### src/rtl/mem_sequencer.sv
// mem_sequencer: fetch/decode/execute control sequencer for the basic
// processor. Drives the RAM strobes (load_MAR, load_MDR, MDR_bus, CS, R_NW)
// and the PC/IR/ACC/ALU strobes on the shared sysbus.
// Outputs are decoded from the state register. They also follow op in S3-S5,
// z_flag in S3, and reset, which forces every output to its default while
// it is high.
// Optional feature: define SEQ_HALT_EN to make opcode 111 a HALT that parks
// the FSM in state SH (halted=1) until reset. Without it, 111 is a NOP.
module mem_sequencer #(
    parameter int OP_W   = 3,
    parameter int WORD_W = 8
) (
    input  logic            clock,
    input  logic            reset,
    input  logic [OP_W-1:0] op,
    input  logic            z_flag,
    output logic            ACC_bus,
    output logic            load_ACC,
    output logic            PC_bus,
    output logic            load_PC,
    output logic            INC_PC,
    output logic            load_IR,
    output logic            Addr_bus,
    output logic            load_MAR,
    output logic            load_MDR,
    output logic            MDR_bus,
    output logic            CS,
    output logic            R_NW,
    output logic            ALU_ACC,
    output logic            ALU_add,
    output logic            ALU_sub,
    output logic            halted
);

    // The opcode field sits inside a system word, so it can never be wider.
    localparam int OPF_W = (OP_W < WORD_W) ? OP_W : WORD_W;

    localparam logic [OPF_W-1:0] OP_LOAD  = OPF_W'(0);
    localparam logic [OPF_W-1:0] OP_STORE = OPF_W'(1);
    localparam logic [OPF_W-1:0] OP_ADD   = OPF_W'(2);
    localparam logic [OPF_W-1:0] OP_SUB   = OPF_W'(3);
    localparam logic [OPF_W-1:0] OP_BNE   = OPF_W'(4);
    localparam logic [OPF_W-1:0] OP_JMP   = OPF_W'(5);
`ifdef SEQ_HALT_EN
    localparam logic [OPF_W-1:0] OP_HALT  = OPF_W'(7);
`endif

    typedef enum logic [2:0] {
        S0 = 3'd0,
        S1 = 3'd1,
        S2 = 3'd2,
        S3 = 3'd3,
        S4 = 3'd4,
        S5 = 3'd5
`ifdef SEQ_HALT_EN
        , SH = 3'd6
`endif
    } state_t;

    state_t          state_q, state_d;
    logic [OPF_W-1:0] opc;
    logic            mem_op;

    assign opc    = op[OPF_W-1:0];
    // Instructions that need the S4/S5 memory phase.
    assign mem_op = (opc == OP_LOAD) || (opc == OP_STORE) ||
                    (opc == OP_ADD)  || (opc == OP_SUB);

    // Next-state decode; illegal encodings fall back to S0.
    always_comb begin
        state_d = S0;
        case (state_q)
            S0: state_d = S1;
            S1: state_d = S2;
            S2: state_d = S3;
            S3: begin
                if (mem_op)
                    state_d = S4;
`ifdef SEQ_HALT_EN
                else if (opc == OP_HALT)
                    state_d = SH;
`endif
                else
                    state_d = S0;
            end
            S4: state_d = mem_op ? S5 : S0;
            S5: state_d = S0;
`ifdef SEQ_HALT_EN
            SH: state_d = SH;
`endif
            default: state_d = S0;
        endcase
    end

    // State register with synchronous reset.
    always_ff @(posedge clock) begin
        if (reset)
            state_q <= S0;
        else
            state_q <= state_d;
    end

    // Control strobes for the current state; reset forces defaults so a
    // reset landing in S5 of STORE never produces a RAM write.
    always_comb begin
        ACC_bus  = 1'b0;
        load_ACC = 1'b0;
        PC_bus   = 1'b0;
        load_PC  = 1'b0;
        INC_PC   = 1'b0;
        load_IR  = 1'b0;
        Addr_bus = 1'b0;
        load_MAR = 1'b0;
        load_MDR = 1'b0;
        MDR_bus  = 1'b0;
        CS       = 1'b0;
        R_NW     = 1'b1;
        ALU_ACC  = 1'b0;
        ALU_add  = 1'b0;
        ALU_sub  = 1'b0;
        halted   = 1'b0;
        if (!reset) begin
            case (state_q)
                S0: begin
                    PC_bus   = 1'b1;
                    load_MAR = 1'b1;
                    INC_PC   = 1'b1;
                end
                S1: CS = 1'b1;
                S2: begin
                    MDR_bus = 1'b1;
                    load_IR = 1'b1;
                end
                S3: begin
                    if (mem_op) begin
                        Addr_bus = 1'b1;
                        load_MAR = 1'b1;
                    end else if ((opc == OP_JMP) || (opc == OP_BNE && !z_flag)) begin
                        Addr_bus = 1'b1;
                        load_PC  = 1'b1;
                    end
`ifdef SEQ_HALT_EN
                    halted = (opc == OP_HALT);
`endif
                end
                S4: begin
                    if (opc == OP_STORE) begin
                        ACC_bus  = 1'b1;
                        load_MDR = 1'b1;
                    end else if (mem_op) begin
                        CS = 1'b1;
                    end
                end
                S5: begin
                    case (opc)
                        OP_LOAD: begin
                            MDR_bus  = 1'b1;
                            ALU_ACC  = 1'b1;
                            load_ACC = 1'b1;
                        end
                        OP_ADD: begin
                            MDR_bus  = 1'b1;
                            ALU_add  = 1'b1;
                            load_ACC = 1'b1;
                        end
                        OP_SUB: begin
                            MDR_bus  = 1'b1;
                            ALU_sub  = 1'b1;
                            load_ACC = 1'b1;
                        end
                        OP_STORE: begin
                            CS   = 1'b1;
                            R_NW = 1'b0;
                        end
                        default: ;
                    endcase
                end
`ifdef SEQ_HALT_EN
                SH: halted = 1'b1;
`endif
                default: ;
            endcase
        end
    end

endmodule

### config.mk
export PLATFORM = sky130hd
export DESIGN_NAME = mem_sequencer
export DESIGN_NICKNAME = d
export VERILOG_FILES = /design/src/rtl/mem_sequencer.sv
export SDC_FILE = /design/constraint.sdc
export NUM_CORES = 1
export LEC_CHECK = 0
export ABC_CLOCK_PERIOD_IN_PS = 1300
export CAP_MARGIN = 40
export CORE_AREA = 2 2 39 41
export CTS_CLUSTER_DIAMETER = 100
export DETAILED_ROUTE_END_ITERATION = 16
export DIE_AREA = 0 0 41 43
export PLACE_DENSITY_LB_ADDON = 0.2
export RECOVER_POWER = 50
export SLEW_MARGIN = 10
export SYNTH_ARGS = -nofsm -noshare
export SYNTH_HDL_FRONTEND = slang
export SYNTH_SLANG_ARGS = --single-unit
export TNS_END_PERCENT = 50
### constraint.sdc
create_clock -name clock -period 1.3 [get_ports clock]
set_clock_uncertainty 0.05 [all_clocks]
set_input_delay 0.195 -clock clock [delete_from_list [all_inputs] [get_ports clock]]
set_output_delay 0.195 -clock clock [all_outputs]
set_load 0.005 [all_outputs]
After elaboration in Yosys (flattened, before gate mapping)
Cells that the tools add are included.
W data, S select, Z words.
- bits in registers: 3
- bits in latches: 0
- memory bits (writable): 0
- ROM bits: 0
- bits of input ports: 6
- output and inout bits: 16
- logic and storage cells: 60
- memories kept: 0
- add/subtract/negate cells: 0
- $mul: 0
- div/mod/pow operators: 0
- magnitude comparators: 0
- equal/unequal tests: 10
- shift-type cells: 0
- muxes and demuxes: 40
- bitwise gates (word level): 0
- reductions and logical operators: 9
- operators with widths (kind ; number):
    $mux W1 ; 34
    $pmux W3 S5 ; 1
    $eq A3 B2 Y1 const B ; 4
    $eq A3 B3 Y1 const B ; 4
    $eq A3 B1 Y1 const B ; 2
    $logic_not A3 Y1 ; 2
    $mux W3 ; 2
    $logic_or A1 B1 Y1 ; 4
    $pmux W1 S2 ; 2
    $pmux W1 S3 ; 1
    $reduce_or A3 Y1 ; 1
    $logic_and A1 B1 Y1 ; 1
    $logic_not A1 Y1 ; 1

Logic depth before layout (Yosys ltp)
- word-level depth: 8
- gate-level depth with buffers: 4

Least setup slack after synthesis
No wires, ideal clock.
- kind: register -> output
- start: register state_q[1]
- end: output load_MAR
- data arrival time: 0.943 ns
- required time: 1.055 ns
- slack: 0.112 ns
- stages on the path, launching flop included: 4
- cells stage by stage: dfxtp_1 -> buf_2 -> nor4_2 -> o21bai_1
- longest elaborated chain between the ends: 3
- elaborated cells between the ends (all ways): 4
- classes of those cells: 1 x eq/ne; 2 x mux; 1 x reduce/logical
- ends and longest elaborated chain (item ; line ; text):
    start: declaration ; 60 ; state_t state_q, state_d;
    start signal: assignment ; 100 ; state_q <= state_d;
    $eq A3 B2 Y1 or $logic_not A3 Y1 (tied branches) ; 123 ; case (state_q)
    $pmux W1 S2 (*) ; 123 ;
    $mux W1 (*) ; 122 ; if (!reset) begin
    end: declaration ; 24 ; output logic load_MAR,
Mark *: on every way between the ends. The rest lies on a longest branch, timed or not.

Final worst setup path
- start: register state_q[1]
- end: output ALU_add
- longest elaborated chain between the ends: 3
- ends and longest elaborated chain (item ; line ; text):
    $eq A3 B3 Y1 ; 123 ;
    $mux W1 ; 123 ;
    $mux W1 ; 122 ;
    end: declaration ; 30 ; output logic ALU_add,
Every way passes these cells.

==> metrics.csv <==
metric,value,unit
"reg-to-reg slack, setup",0.25,ns
status,"finished, violations left",
nets@finish,96,
total of max-cap violations,0,
Vias,485,
path type of the worst setup path,register to output pin,
top-count cell post-synth,nor3_1,
clock root cell,clkbuf_4,
pre-CTS setup slack,-0.686,ns
min Tclk post-route,1.50,ns
syn avg cell area,7.11,µm²
post-synthesis sequential area ratio,0.180,
Synth warnings,0,
Starting Density,0.241,
Hold Startpoint,reset,
IO Pins,22,
number of global-route vias before repair,473,
worst path required time,1.05,ns
CP Max Fanout,5,
final core utilization,0.574,
TritonCTS Sinks,3,
Wirelength per Cell,12.8,µm
max incr delay on CP,0.36,ns
Final GP Congestion,0.724,
drt total wl,1.34,mm
maximum VDD drop,0.000364,V
Worst-Skew Late Latency,0.23,ns
Mapped Cells,47,
Die Ht,43,µm
violated checks,negative setup slack,
drt pass-1 iters,1,
detail-routed via count per cell,4.62,
Post-synth EDFFs,0,
share of the synthesized area in the top cell type,0.180,
final setup fails,15,
LEAKAGE,0.393,nW
largest net degree at the start of global routing,9,
layout cells sized above 1,0.742,
Fin. Hold Viols,0,
Final Slew Violations,0,
"Arr. time, crit path",1.25,ns
Horiz. Die Dim,41,µm
Clock transition at path regs,0.04,ns
worst hold path class,primary input to register,
Cell Pwr Density,637,nW/µm²
Die Area,1760,µm²
R2R cell count,4,
hold_ws,0.436,ns
Post-Synthesis Cell Area,334,µm²
Antenna Cells,0,
grt ovf,0,
#FFs+latches synth,3,
RSZ-0062 raised after global routing,yes,
critical-path cell list,nor2_4 -> nand4_4 -> buf_6 -> nor3_4 -> buf_2,
hold depth,4,
total track usage,0.168,
CP Launch Type,register,
Largest Register,state_q,
Netlist cell types,26,
total core area,1380,µm²
Internal Power,0.343,mW
clock group share of total power,0.319,
origin of the critical flop-to-flop path,state_q[2],
wire length of the first global-routing pass,1.95,mm
Max H-tree Level,1,
kind of end point of the critical path,output pin,
commonest cells in the netlist,"nor3_1 (7), nor2_1 (6), buf_4 (3), dfxtp_1 (3)",
antenna violations before repair,0,
DRT antenna net count,0,
# port buffers,20,
Psw,0.163,mW
ranking of synthesized cells by area,"dfxtp_1 (18%), nor3_1 (10%), buf_4 (6.7%), buf_6 (6.7%), nor2_1 (6.7%)",
largest area contributor in the netlist,dfxtp_1,
fin crit share,1.15,
max reg flops,3,
Synth Flop Type,dfxtp_1,
Sequential Power Share,0.224,
Worst Hold Endpoint,state_q[2],
# rows,14,
Critical R2R Capture,state_q[2],
Net Sw Frac,0.322,
clk buf depth,2,
post-DP HPWL,807,µm
DR iter-0 viols,0,
Num CTS Buffers,3,
"FFs w/ async S/R, synth",0,
Residual DRC,0,
Largest regs,state_q x3,
Gate power share,0.457,
CP max-delay cell,dfxtp_4,
Hold Buf Count CTS,0,
Synth Net Count,53,
TritonCTS clock tree,built,
Worst Slack Setup Final,-0.199,ns
fmax,667,MHz
synth-to-layout area growth,138,%
==> cells in the final DEF, fill, tap and decap left out, types with 2 or more instances in the layout <==
cell type / instances
buf_6: 7
nor3_1: 3
nor2_4: 5
nand4_1: 2
buf_2: 13
buf_4: 20
clkbuf_4: 3
dlygate4sd2_1: 3
nor3_2: 3
inv_1: 2
dfxtp_4: 2
==> layout make-up <==
| cell class | count | area, µm² |
|---|---|---|
| sequential | 3 | 68.8 |
| tap | 16 | 20.0 |
| clock buffer | 4 | 26.3 |
| multi-input combinational | 34 | 333 |
| inverter | 3 | 11.3 |
| timing repair buffer | 45 | 335 |
| fill | 138 | 589 |
==> kinds of logic after synthesis <==
kind of cell	after synthesis	synth area share
buffers and inverters	10	0.198
and+or+nand+nor	25	0.442
other	1	0.0112
AOI/OAI and AO/OA	7	0.142
DFF	3	0.180
xor gates and xnor gates	1	0.0262
==> per-stage QoR <==
| stage | TNS, ns | power [mW] | std cells | area (µm²) |
|---|---|---|---|---|
| after floorplan | 0 | 0.183 | 47 | 334 |
| after global placement | -9.49 | 0.287 | 96 | 649 |
| after detailed placement | -9.51 | 0.287 | 96 | 649 |
| after CTS | -1.95 | 0.484 | 104 | 762 |
| after global routing | -2.36 | 0.550 | 105 | 795 |
| final | -1.41 | 0.506 | 105 | 795 |
==> worst max path at each step <==
stage,endpoint,start,slack (ns)
finish,ALU_add,state_q[1],-0.20
global route,ALU_add,state_q[1],-0.27
CTS,CS,state_q[0],-0.20
detailed placement,load_PC,reset,-0.69
global placement,load_MDR,op[0],-0.70
floorplan,load_MAR,state_q[1],0.11
==> critical path: cells and delay by family, from the launching register on <==
kind | cells | cell delay [ns]
DFF | 1 | 0.36
and+or+nand+nor | 3 | 0.37
buffers and inverters | 2 | 0.29
==> what timing repair did <==
item / in CTS / in global routing
cloned: 0 / 0
endpoints found under the setup margin: 15 / 15
resized for setup: 85 / 17
setup buffers: 4 / 1
pin swaps: 9 / 9
==> power by group through the flow <==
stage | Clock [mW] | Combinational [mW] | Sequential (mW)
finish | 0.161 | 0.231 | 0.114
CTS | 0.170 | 0.200 | 0.114
global placement | 0 | 0.176 | 0.111
detailed placement | 0 | 0.177 | 0.111
global route | 0.187 | 0.249 | 0.115
floorplan | 0 | 0.0788 | 0.104
==> routing by layer <==
metal,GRT usage,share of wire
met2,0.288,0.55
met5,0,0
met3,0.0262,0.055
met4,0.133,0.034
met1,0.160,0.36
Note: power is estimated with default switching activity, not from simulation.
